**src/rtl/mio_bus_interface_if.sv**
```systemverilog
// Signal bundle between the CPU control/datapath, the bridge and the RAM/IO buses.
// The bridge takes the slave modport; the CPU side and the memories take the master modport.
interface mio_bus_if;
  logic        MemRead;
  logic        MemWrite;
  logic [31:0] addr;
  logic [31:0] wdata;
  logic [31:0] rdata;
  logic        MIO_ready;
  logic [29:0] bus_addr;
  logic [31:0] bus_wdata;
  logic        bus_we;
  logic        ram_sel;
  logic        io_sel;
  logic [31:0] ram_rdata;
  logic [31:0] io_rdata;
  logic        io_ack;
  logic [1:0]  err;

  modport slave (
    input  MemRead, MemWrite, addr, wdata, ram_rdata, io_rdata, io_ack,
    output rdata, MIO_ready, bus_addr, bus_wdata, bus_we, ram_sel, io_sel, err
  );

  modport master (
    output MemRead, MemWrite, addr, wdata, ram_rdata, io_rdata, io_ack,
    input  rdata, MIO_ready, bus_addr, bus_wdata, bus_we, ram_sel, io_sel, err
  );
endinterface

```
**src/rtl/mio_bus_interface.sv**
```systemverilog
// Memory/IO bridge: runs one RAM or IO access per MemRead/MemWrite request,
// registers read data as the MDR and pulses MIO_ready for one cycle on completion.
//
// state   | meaning
// IDLE    | waiting for MemRead/MemWrite; latches address, data and direction
// RAM_ACC | RAM access in progress, exactly RAM_WAIT cycles
// IO_ACC  | IO access in progress, waits for io_ack or the timeout
// DONE    | MIO_ready high for one cycle; requests ignored
module mio_bus_interface #(
  parameter int         RAM_WAIT   = 2,
  parameter int         IO_TIMEOUT = 16,
  parameter logic [3:0] IO_NIBBLE  = 4'hF
) (
  input  logic    clk,
  input  logic    reset,
  mio_bus_if.slave mio
);

  localparam int CW = (RAM_WAIT   > 1) ? $clog2(RAM_WAIT)   : 1;
  localparam int TW = (IO_TIMEOUT > 1) ? $clog2(IO_TIMEOUT) : 1;

  typedef enum logic [1:0] {
    IDLE    = 2'd0,
    RAM_ACC = 2'd1,
    IO_ACC  = 2'd2,
    DONE    = 2'd3
  } state_t;

  state_t        state, state_nxt;
  logic [CW-1:0] cnt;
  logic [TW-1:0] tcnt;
  logic          req;
  logic          is_io;
  logic          io_to;

  assign req   = mio.MemRead | mio.MemWrite;
  assign is_io = (mio.addr[31:28] == IO_NIBBLE);
  assign io_to = (tcnt == TW'(IO_TIMEOUT - 1));

  always_ff @(posedge clk or posedge reset) begin
    if (reset) state <= IDLE;
    else       state <= state_nxt;
  end

  always_comb begin
    state_nxt = state;
    case (state)
      IDLE:    if (req) state_nxt = is_io ? IO_ACC : RAM_ACC;
      RAM_ACC: if (cnt == '0) state_nxt = DONE;
      IO_ACC:  if (mio.io_ack || io_to) state_nxt = DONE;
      DONE:    state_nxt = IDLE;
      default: state_nxt = IDLE;
    endcase
  end

  assign mio.MIO_ready = (state == DONE);
  assign mio.ram_sel   = (state == RAM_ACC);
  assign mio.io_sel    = (state == IO_ACC);

  always_ff @(posedge clk or posedge reset) begin
    if (reset) begin
      mio.rdata     <= '0;
      mio.err       <= '0;
      mio.bus_addr  <= '0;
      mio.bus_wdata <= '0;
      mio.bus_we    <= 1'b0;
      cnt           <= '0;
      tcnt          <= '0;
    end else begin
      case (state)
        IDLE: begin
          if (req) begin
            // A simultaneous read+write is run as a write and flagged.
            mio.bus_addr  <= mio.addr[31:2];
            mio.bus_wdata <= mio.wdata;
            mio.bus_we    <= mio.MemWrite;
            cnt           <= CW'(RAM_WAIT - 1);
            tcnt          <= '0;
            if (mio.addr[1:0] != 2'b00)     mio.err[0] <= 1'b1;
            if (mio.MemRead && mio.MemWrite) mio.err[1] <= 1'b1;
          end
        end
        RAM_ACC: begin
          if (cnt != '0)        cnt       <= cnt - 1'b1;
          else if (!mio.bus_we) mio.rdata <= mio.ram_rdata;
        end
        IO_ACC: begin
          if (mio.io_ack) begin
            if (!mio.bus_we) mio.rdata <= mio.io_rdata;
          end else if (io_to) begin
            if (!mio.bus_we) mio.rdata <= '0;
            mio.err[1] <= 1'b1;
          end else begin
            tcnt <= tcnt + 1'b1;
          end
        end
        default: ;
      endcase
    end
  end

endmodule

```
**src/flat_wrapper.sv**
```systemverilog
// flat-port wrapper written by rule: the top's interface ports become plain ports
module mio_bus_interface_flat 
#(
  parameter int         RAM_WAIT   = 2,
  parameter int         IO_TIMEOUT = 16,
  parameter logic [3:0] IO_NIBBLE  = 4'hF
)
  (clk, reset, mio_MemRead, mio_MemWrite, mio_addr, mio_wdata, mio_ram_rdata, mio_io_rdata, mio_io_ack, mio_rdata, mio_MIO_ready, mio_bus_addr, mio_bus_wdata, mio_bus_we, mio_ram_sel, mio_io_sel, mio_err);
  mio_bus_if mio_i ();
  input  logic clk;
  input  logic reset;
  input wire logic [$bits(mio_i.MemRead)-1:0] mio_MemRead;
  input wire logic [$bits(mio_i.MemWrite)-1:0] mio_MemWrite;
  input wire logic [$bits(mio_i.addr)-1:0] mio_addr;
  input wire logic [$bits(mio_i.wdata)-1:0] mio_wdata;
  input wire logic [$bits(mio_i.ram_rdata)-1:0] mio_ram_rdata;
  input wire logic [$bits(mio_i.io_rdata)-1:0] mio_io_rdata;
  input wire logic [$bits(mio_i.io_ack)-1:0] mio_io_ack;
  output wire logic [$bits(mio_i.rdata)-1:0] mio_rdata;
  output wire logic [$bits(mio_i.MIO_ready)-1:0] mio_MIO_ready;
  output wire logic [$bits(mio_i.bus_addr)-1:0] mio_bus_addr;
  output wire logic [$bits(mio_i.bus_wdata)-1:0] mio_bus_wdata;
  output wire logic [$bits(mio_i.bus_we)-1:0] mio_bus_we;
  output wire logic [$bits(mio_i.ram_sel)-1:0] mio_ram_sel;
  output wire logic [$bits(mio_i.io_sel)-1:0] mio_io_sel;
  output wire logic [$bits(mio_i.err)-1:0] mio_err;
  assign mio_i.MemRead = mio_MemRead;
  assign mio_i.MemWrite = mio_MemWrite;
  assign mio_i.addr = mio_addr;
  assign mio_i.wdata = mio_wdata;
  assign mio_i.ram_rdata = mio_ram_rdata;
  assign mio_i.io_rdata = mio_io_rdata;
  assign mio_i.io_ack = mio_io_ack;
  assign mio_rdata = mio_i.rdata;
  assign mio_MIO_ready = mio_i.MIO_ready;
  assign mio_bus_addr = mio_i.bus_addr;
  assign mio_bus_wdata = mio_i.bus_wdata;
  assign mio_bus_we = mio_i.bus_we;
  assign mio_ram_sel = mio_i.ram_sel;
  assign mio_io_sel = mio_i.io_sel;
  assign mio_err = mio_i.err;
  mio_bus_interface #(.RAM_WAIT(RAM_WAIT), .IO_TIMEOUT(IO_TIMEOUT), .IO_NIBBLE(IO_NIBBLE)) u_core (.clk(clk), .reset(reset), .mio(mio_i));
endmodule
```
**config.mk**
```make
export PLATFORM = sky130hd
export DESIGN_NAME = mio_bus_interface_flat
export DESIGN_NICKNAME = d
export VERILOG_FILES = /design/src/rtl/mio_bus_interface_if.sv /design/src/rtl/mio_bus_interface.sv /design/src/flat_wrapper.sv
export SDC_FILE = /design/constraint.sdc
export NUM_CORES = 1
export LEC_CHECK = 0
export CAP_MARGIN = 20
export CORE_ASPECT_RATIO = 0.75
export CORE_UTILIZATION = 50
export DETAILED_ROUTE_END_ITERATION = 10
export DONT_BUFFER_PORTS = 1
export PLACE_DENSITY = 0.68
export SLEW_MARGIN = 0
export SYNTH_ARGS = -nofsm -noshare
export SYNTH_HDL_FRONTEND = slang
export SYNTH_SLANG_ARGS = --single-unit
```
**constraint.sdc**
```tcl
create_clock -name clk -period 4.2 [get_ports clk]
set_input_delay 0.42 -clock clk [delete_from_list [all_inputs] [get_ports clk]]
set_output_delay 0.42 -clock clk [all_outputs]
set_load 0.01 [all_outputs]
```
==> results.toml <==
[grt]
grt_overflow_total = 0
grt_pass1_wl_um = 13500
grt.total_usage_pct = 18.6
grt_max_degree = 81
antenna_found_initial = 0
grt_pass1_vias = 2602

[synthesis]
synth-seq-area-share_pct = 57.5
synth.avg_cell_area_um2 = 13.2
synth_flop_cell = "dfrtp_1"
yosysUniqueCellTypes = 36
yosys_warnings = 0
synth-async-reset-ratio_pct = 100
synth_top_area_share_pct = 57.5
synthesis.nets = 483
synth_area_leader_cell = "dfrtp_1"
yosys-top-cells-area = "dfrtp_1, mux2_1, mux2i_1"
synth_area_um2 = 4520
yosys_register_bits = 104
netlist_instances = 342
synth-edff-count = 0

[timing]
final-max-slew-violation-count = 0
period_minus_slack_ps = 2470
max_freq_ghz = 0.404
setup_viol = 0
fin_tns_setup_ps = 0
fin_crit_sh_pct = 58.9
fin_skew_ps = 5.47
hold_viol = 0
tightest_slew_ps = 1080
rsz0062_at_grt = "false"
slew_headroom_pct = 28.0

[job]
cap_viol_max_count = 0

[floorplan]
rows = 29
die-area_um2 = 9440
num_io_pins = 233
fp.dieH_um = 84.4
fp.dieW_um = 112
initial_core_util_pct = 52.6
coreArea_um2 = 8600

[power_and_ir_drop]
power.clock.fraction_pct = 19.2
combPwrFrac_pct = 31.3
p_leak_uw = 0.00223
p_sw_uw = 1610
p_int_uw = 2650
ir_drop_v = 0.000401
power_density_nw_per_um2 = 865
power_switching_share_pct = 37.8
power_frac_seq_pct = 49.5

[worst_hold_path]
holdCritPathClass = "input pin to flop"

[final_layout]
drive_gt1_share_pct = 6.96
area_growth_pct = 8.68
num_antenna_cells = 0
seqCellArea_um2 = 2600
final_cell_mix = "dfrtp_1, mux2_1, inv_1"
final_util_pct = 57.2
fillCellCount = 710
multi_input_area_um2 = 1670
nNetsFinal = 481
final_common_cell = "dfrtp_1"

[setup_path]
required_ps = 4450
arrival_ps = 2720
crit_type = "flop to flop"
critPathMaxStageDelay_ps = 500
cpMaxStageDelayCell = "o311a_2"
crit_fanout = 32
critical-path-top-delay-family = "buffers and inverters"
path_cells = "inv_1, ha_1, inv_2, o311a_2, buf_4, mux2i_1"
crit_buf_inv = 3
startpoint_type = "flop"
worst_setup_path_end_kind = "flop"

[placement]
io_buffers = 0
hpwl_um = 6330
gp_congestion = 0.812

[clock_tree]
cts_setup_buffers = 0
cts-root-buf = "clkbuf_16"
numCtsBuffers = 9
clock_path_buffers = 2
h-tree-depth = 3
clk_pin_slew_ps = 60
clk_latency_ps = 330
cts.sinks = 104
cts_tree = "built"

[drt]
drt-total-wl_um = 8590
drc = 10
drt-initial-drc-count = 110
routedWlPerCell_um = 19.0
viasPerCell = 5.70
vias = 2583
drt_pre_antenna_iters = 7
drtAntennaViolNets = 0

[outcome]
status = "finished, violations left"
violations = "design-rule violations"
[final cells by class]
class,count,share of cell area [%]
Clock buffer,10,4.66
Clock inverter,6,1.37
Inverter,39,3.03
Multi-Input combinational cell,181,34.0
Sequential cell,104,52.9
Tap cell,108,2.75
Timing Repair Buffer,5,1.22
[metal layers]
layer | track usage [%] | vias to the layer above | routed length [µm]
li1 | - | 1191 | -
met1 | 23.3 | 1261 | 3440
met2 | 30.0 | 121 | 4300
met3 | 6.50 | 10 | 755
met4 | 6.51 | 0 | 102
met5 | 0 | - | 0
[sequential cells by signal, summed over array words and instances (netlist names)]
name / cells
u_core.tcnt: 4
u_core.cnt: 1
u_core.mio.bus_addr: 30
u_core.mio.rdata: 32
u_core.mio.bus_we: 1
u_core.state: 2
u_core.mio.err: 2
u_core.mio.bus_wdata: 32
[timing repair]
action                                 4_1_cts  5_1_grt
resized for setup                            0        0
hold buffers                                 0        1
endpoints found under the hold margin        0       33
[power groups by stage]
| stage | Combinational [µW] | Clock [µW] | Sequential [µW] |
|---|---|---|---|
| finish | 1330 | 816 | 2100 |
| CTS | 1350 | 841 | 2120 |
| detailed placement | 1350 | 0 | 2130 |
| floorplan | 1240 | 0 | 2000 |
| global route | 1500 | 884 | 2160 |
| global placement | 1290 | 0 | 2120 |
[Yosys cell counts (2+ instances only)]
| master | number |
|---|---|
| and2_1 | 2 |
| o311a_1 | 2 |
| ha_1 | 8 |
| inv_1 | 38 |
| a31oi_1 | 4 |
| a21oi_1 | 2 |
| mux2_1 | 65 |
| a2111oi_0 | 2 |
| nand3_1 | 2 |
| nand2_1 | 5 |
| clkbuf_1 | 6 |
| mux2i_1 | 33 |
| buf_2 | 7 |
| dfrtp_1 | 104 |
| a22oi_1 | 31 |
| and3_1 | 3 |
| nor2_1 | 4 |
| o21ai_0 | 3 |
| buf_6 | 4 |
[cell families (layout without fill, tap and decap cells)]
group	Yosys count	in the layout	synth area share [%]
buf+inv	57	60	5.67
fa+ha+maj	8	8	2.21
compound gates	53	53	8.57
mux	98	98	23.5
flops	104	104	57.5
simple gates	22	22	2.54
[through the flow]
stage	area (µm²)	hold WS [ps]	worst slack, ps	power, µW	std cells
6_report	4920	197	1730	4250	453
5_1_grt	4920	189	1520	4550	453
4_1_cts	4880	182	1710	4310	451
3_5_place_dp	4580	496	1730	3480	435
3_3_place_gp	4580	486	1860	3410	435
2_1_floorplan	4520	471	1050	3240	342
[path summary, 6_finish.rpt]
check                                     start                  endpoint  slack, ps  cells after the start
worst min-delay path               mio_MemWrite         u_core.mio.bus_we        200                      2
worst max-delay path            u_core.state[0]      u_core.mio.rdata[12]       1730                      6
worst max register to register  u_core.state[0]      u_core.mio.rdata[12]       1730                      6
max in group asynchronous                 reset  u_core.mio.bus_wdata[23]       2680                      4
worst min register to register   u_core.tcnt[0]            u_core.tcnt[0]        510                      1
min in group asynchronous                 reset   u_core.mio.bus_addr[19]        580                      2
Note: power is estimated with default switching activity, not from simulation.
==> RTL change: new RTL, same settings <==
`IO_NIBBLE` is set to 4'hF in 2 places; all go to 4'h7.
--- a/src/rtl/mio_bus_interface.sv
+++ b/src/rtl/mio_bus_interface.sv
@@ -9,7 +9,7 @@
 module mio_bus_interface #(
   parameter int         RAM_WAIT   = 2,
   parameter int         IO_TIMEOUT = 16,
-  parameter logic [3:0] IO_NIBBLE  = 4'hF
+  parameter logic [3:0] IO_NIBBLE  = 4'h7
 ) (
   input  logic    clk,
   input  logic    reset,
--- a/src/flat_wrapper.sv
+++ b/src/flat_wrapper.sv
@@ -3,7 +3,7 @@
 #(
   parameter int         RAM_WAIT   = 2,
   parameter int         IO_TIMEOUT = 16,
-  parameter logic [3:0] IO_NIBBLE  = 4'hF
+  parameter logic [3:0] IO_NIBBLE  = 4'h7
 )
   (clk, reset, mio_MemRead, mio_MemWrite, mio_addr, mio_wdata, mio_ram_rdata, mio_io_rdata, mio_io_ack, mio_rdata, mio_MIO_ready, mio_bus_addr, mio_bus_wdata, mio_bus_we, mio_ram_sel, mio_io_sel, mio_err);
   mio_bus_if mio_i ();
Formal check against the unedited RTL: not equivalent (Yosys sat finds a counterexample within 4 cycles, from zero or initial values and one cycle with reset high).
==> RTL change against the original RTL <==
The flow still finishes with violations (design-rule violations). Worst setup slack got worse by 0.026 ns. Non-clock buffer count decreased by 2. Global-route usage increased by 0.43 points. Final area decreased by 0.97%. Synthesized cell count unchanged. Critical path depth unchanged. Sequential cell count unchanged. Clock power decreased by 5.6%. Power decreased by 0.67%. Routed wire length increased by 3.8%. Area after synthesis increased by 0.11%. Critical endpoint is now u_core.mio.rdata[10]. Highest routed layer unchanged.
==> RTL change: results (changes against the original RTL) <==
| Metric | Value |
|---|---|
| All-Layer GR Usage | 18.98% (+0.43 points) |
| Initial DRC count | 139 (+26%) |
| Max rail drop VDD | 423.6 µV (+5.6%) |
| Met1 usage | 21.40% (-1.9 points) |
| Net Sw Frac | 38.49% (+0.68 points) |
| Worst hold path class | input port to async pin |
| Wire length of the first global-routing pass | 13.70 mm (+1.4%) |
| Pre-CTS WS | 1.695 ns (-0.03268 ns) |
| Final std cells w/o fill | 451 (-0.44%) |
| Violated checks | design-rule violations |
| Hold Slack | 0.1128 ns (-0.08432 ns) |
| P_clk | 770 µW (-5.6%) |
| Synth cell types | 37 (+2.8%) |
| Grt met2 use | 32.02% (+2.0 points) |
| FMAX | 400.1 MHz (-1.0%) |
| Share of the yosys chip area belonging to registers | 57.46% (-0.064 points) |
| Clock skew | 0.008955 ns (+0.003484 ns) |
| Comb pwr share | 31.8% (+0.5 points) |
| Final GP Congestion | 0.7573 (-6.7%) |
| Vias | 2634 (+2.0%) |
| Largest net degree at the start of global routing | 70 (-14%) |
| Drt drc | 15 (+5) |
| P_leak | 2.202 nW (-1.1%) |
| Critical Path AT | 2.75 ns (+0.03 ns) |
| Placed cell areas | 4588 µm² (+0.11%) |
| Routed length on met3 | 855 µm (+13%) |
| Routed len/inst | 19.78 µm (+4.3%) |
| DP Wirelength | 6.566 mm (+3.8%) |
| Synth area leaders | dfrtp_1, mux2_1, mux2i_1, a22oi_1, inv_1 |
| Outcome | finished with violations |
| Metal1 wirelength | 3.338 mm (-2.9%) |
| Routed met2 length | 4.531 mm (+5.5%) |
| GR Layer Usage met3 | 7.509% (+1.0 points) |
| Layout cells sized above 1 | 6.997% (+0.041 points) |
[RTL change: changes by cell type after synthesis, sizes merged]
cell | unedited run | this run
a31oi | 4 | 2
nor2b | 1 | 2
a41oi | 0 | 2
and3 | 3 | 2
[RTL change: area by class of cell]
cell class | count | area, µm²
Fill cell | 725 | 3766
Sequential cell | 104 | 2603
Multi-Input combinational cell | 181 | 1679
Clock buffer | 10 | 239.0
Inverter | 39 | 148.9
Tap cell | 108 | 135.1
Clock inverter | 6 | 42.54
Timing Repair Buffer | 3 | 22.52
[RTL change: worst max-delay path: stages, from the launching register on]
cell,delay [ns]
dfrtp_1,0.41
inv_1,0.11
ha_1,0.29
inv_2,0.39
o311a_2,0.59
buf_4,0.38
mux2i_1,0.24
[RTL change: logic make-up after synthesis]
kind of cell    synth area share (%)
flops                          57.46
mux                            23.45
buf+inv                        5.663
compound gates                 8.674
simple gates                   2.541
fa+ha+maj                      2.210
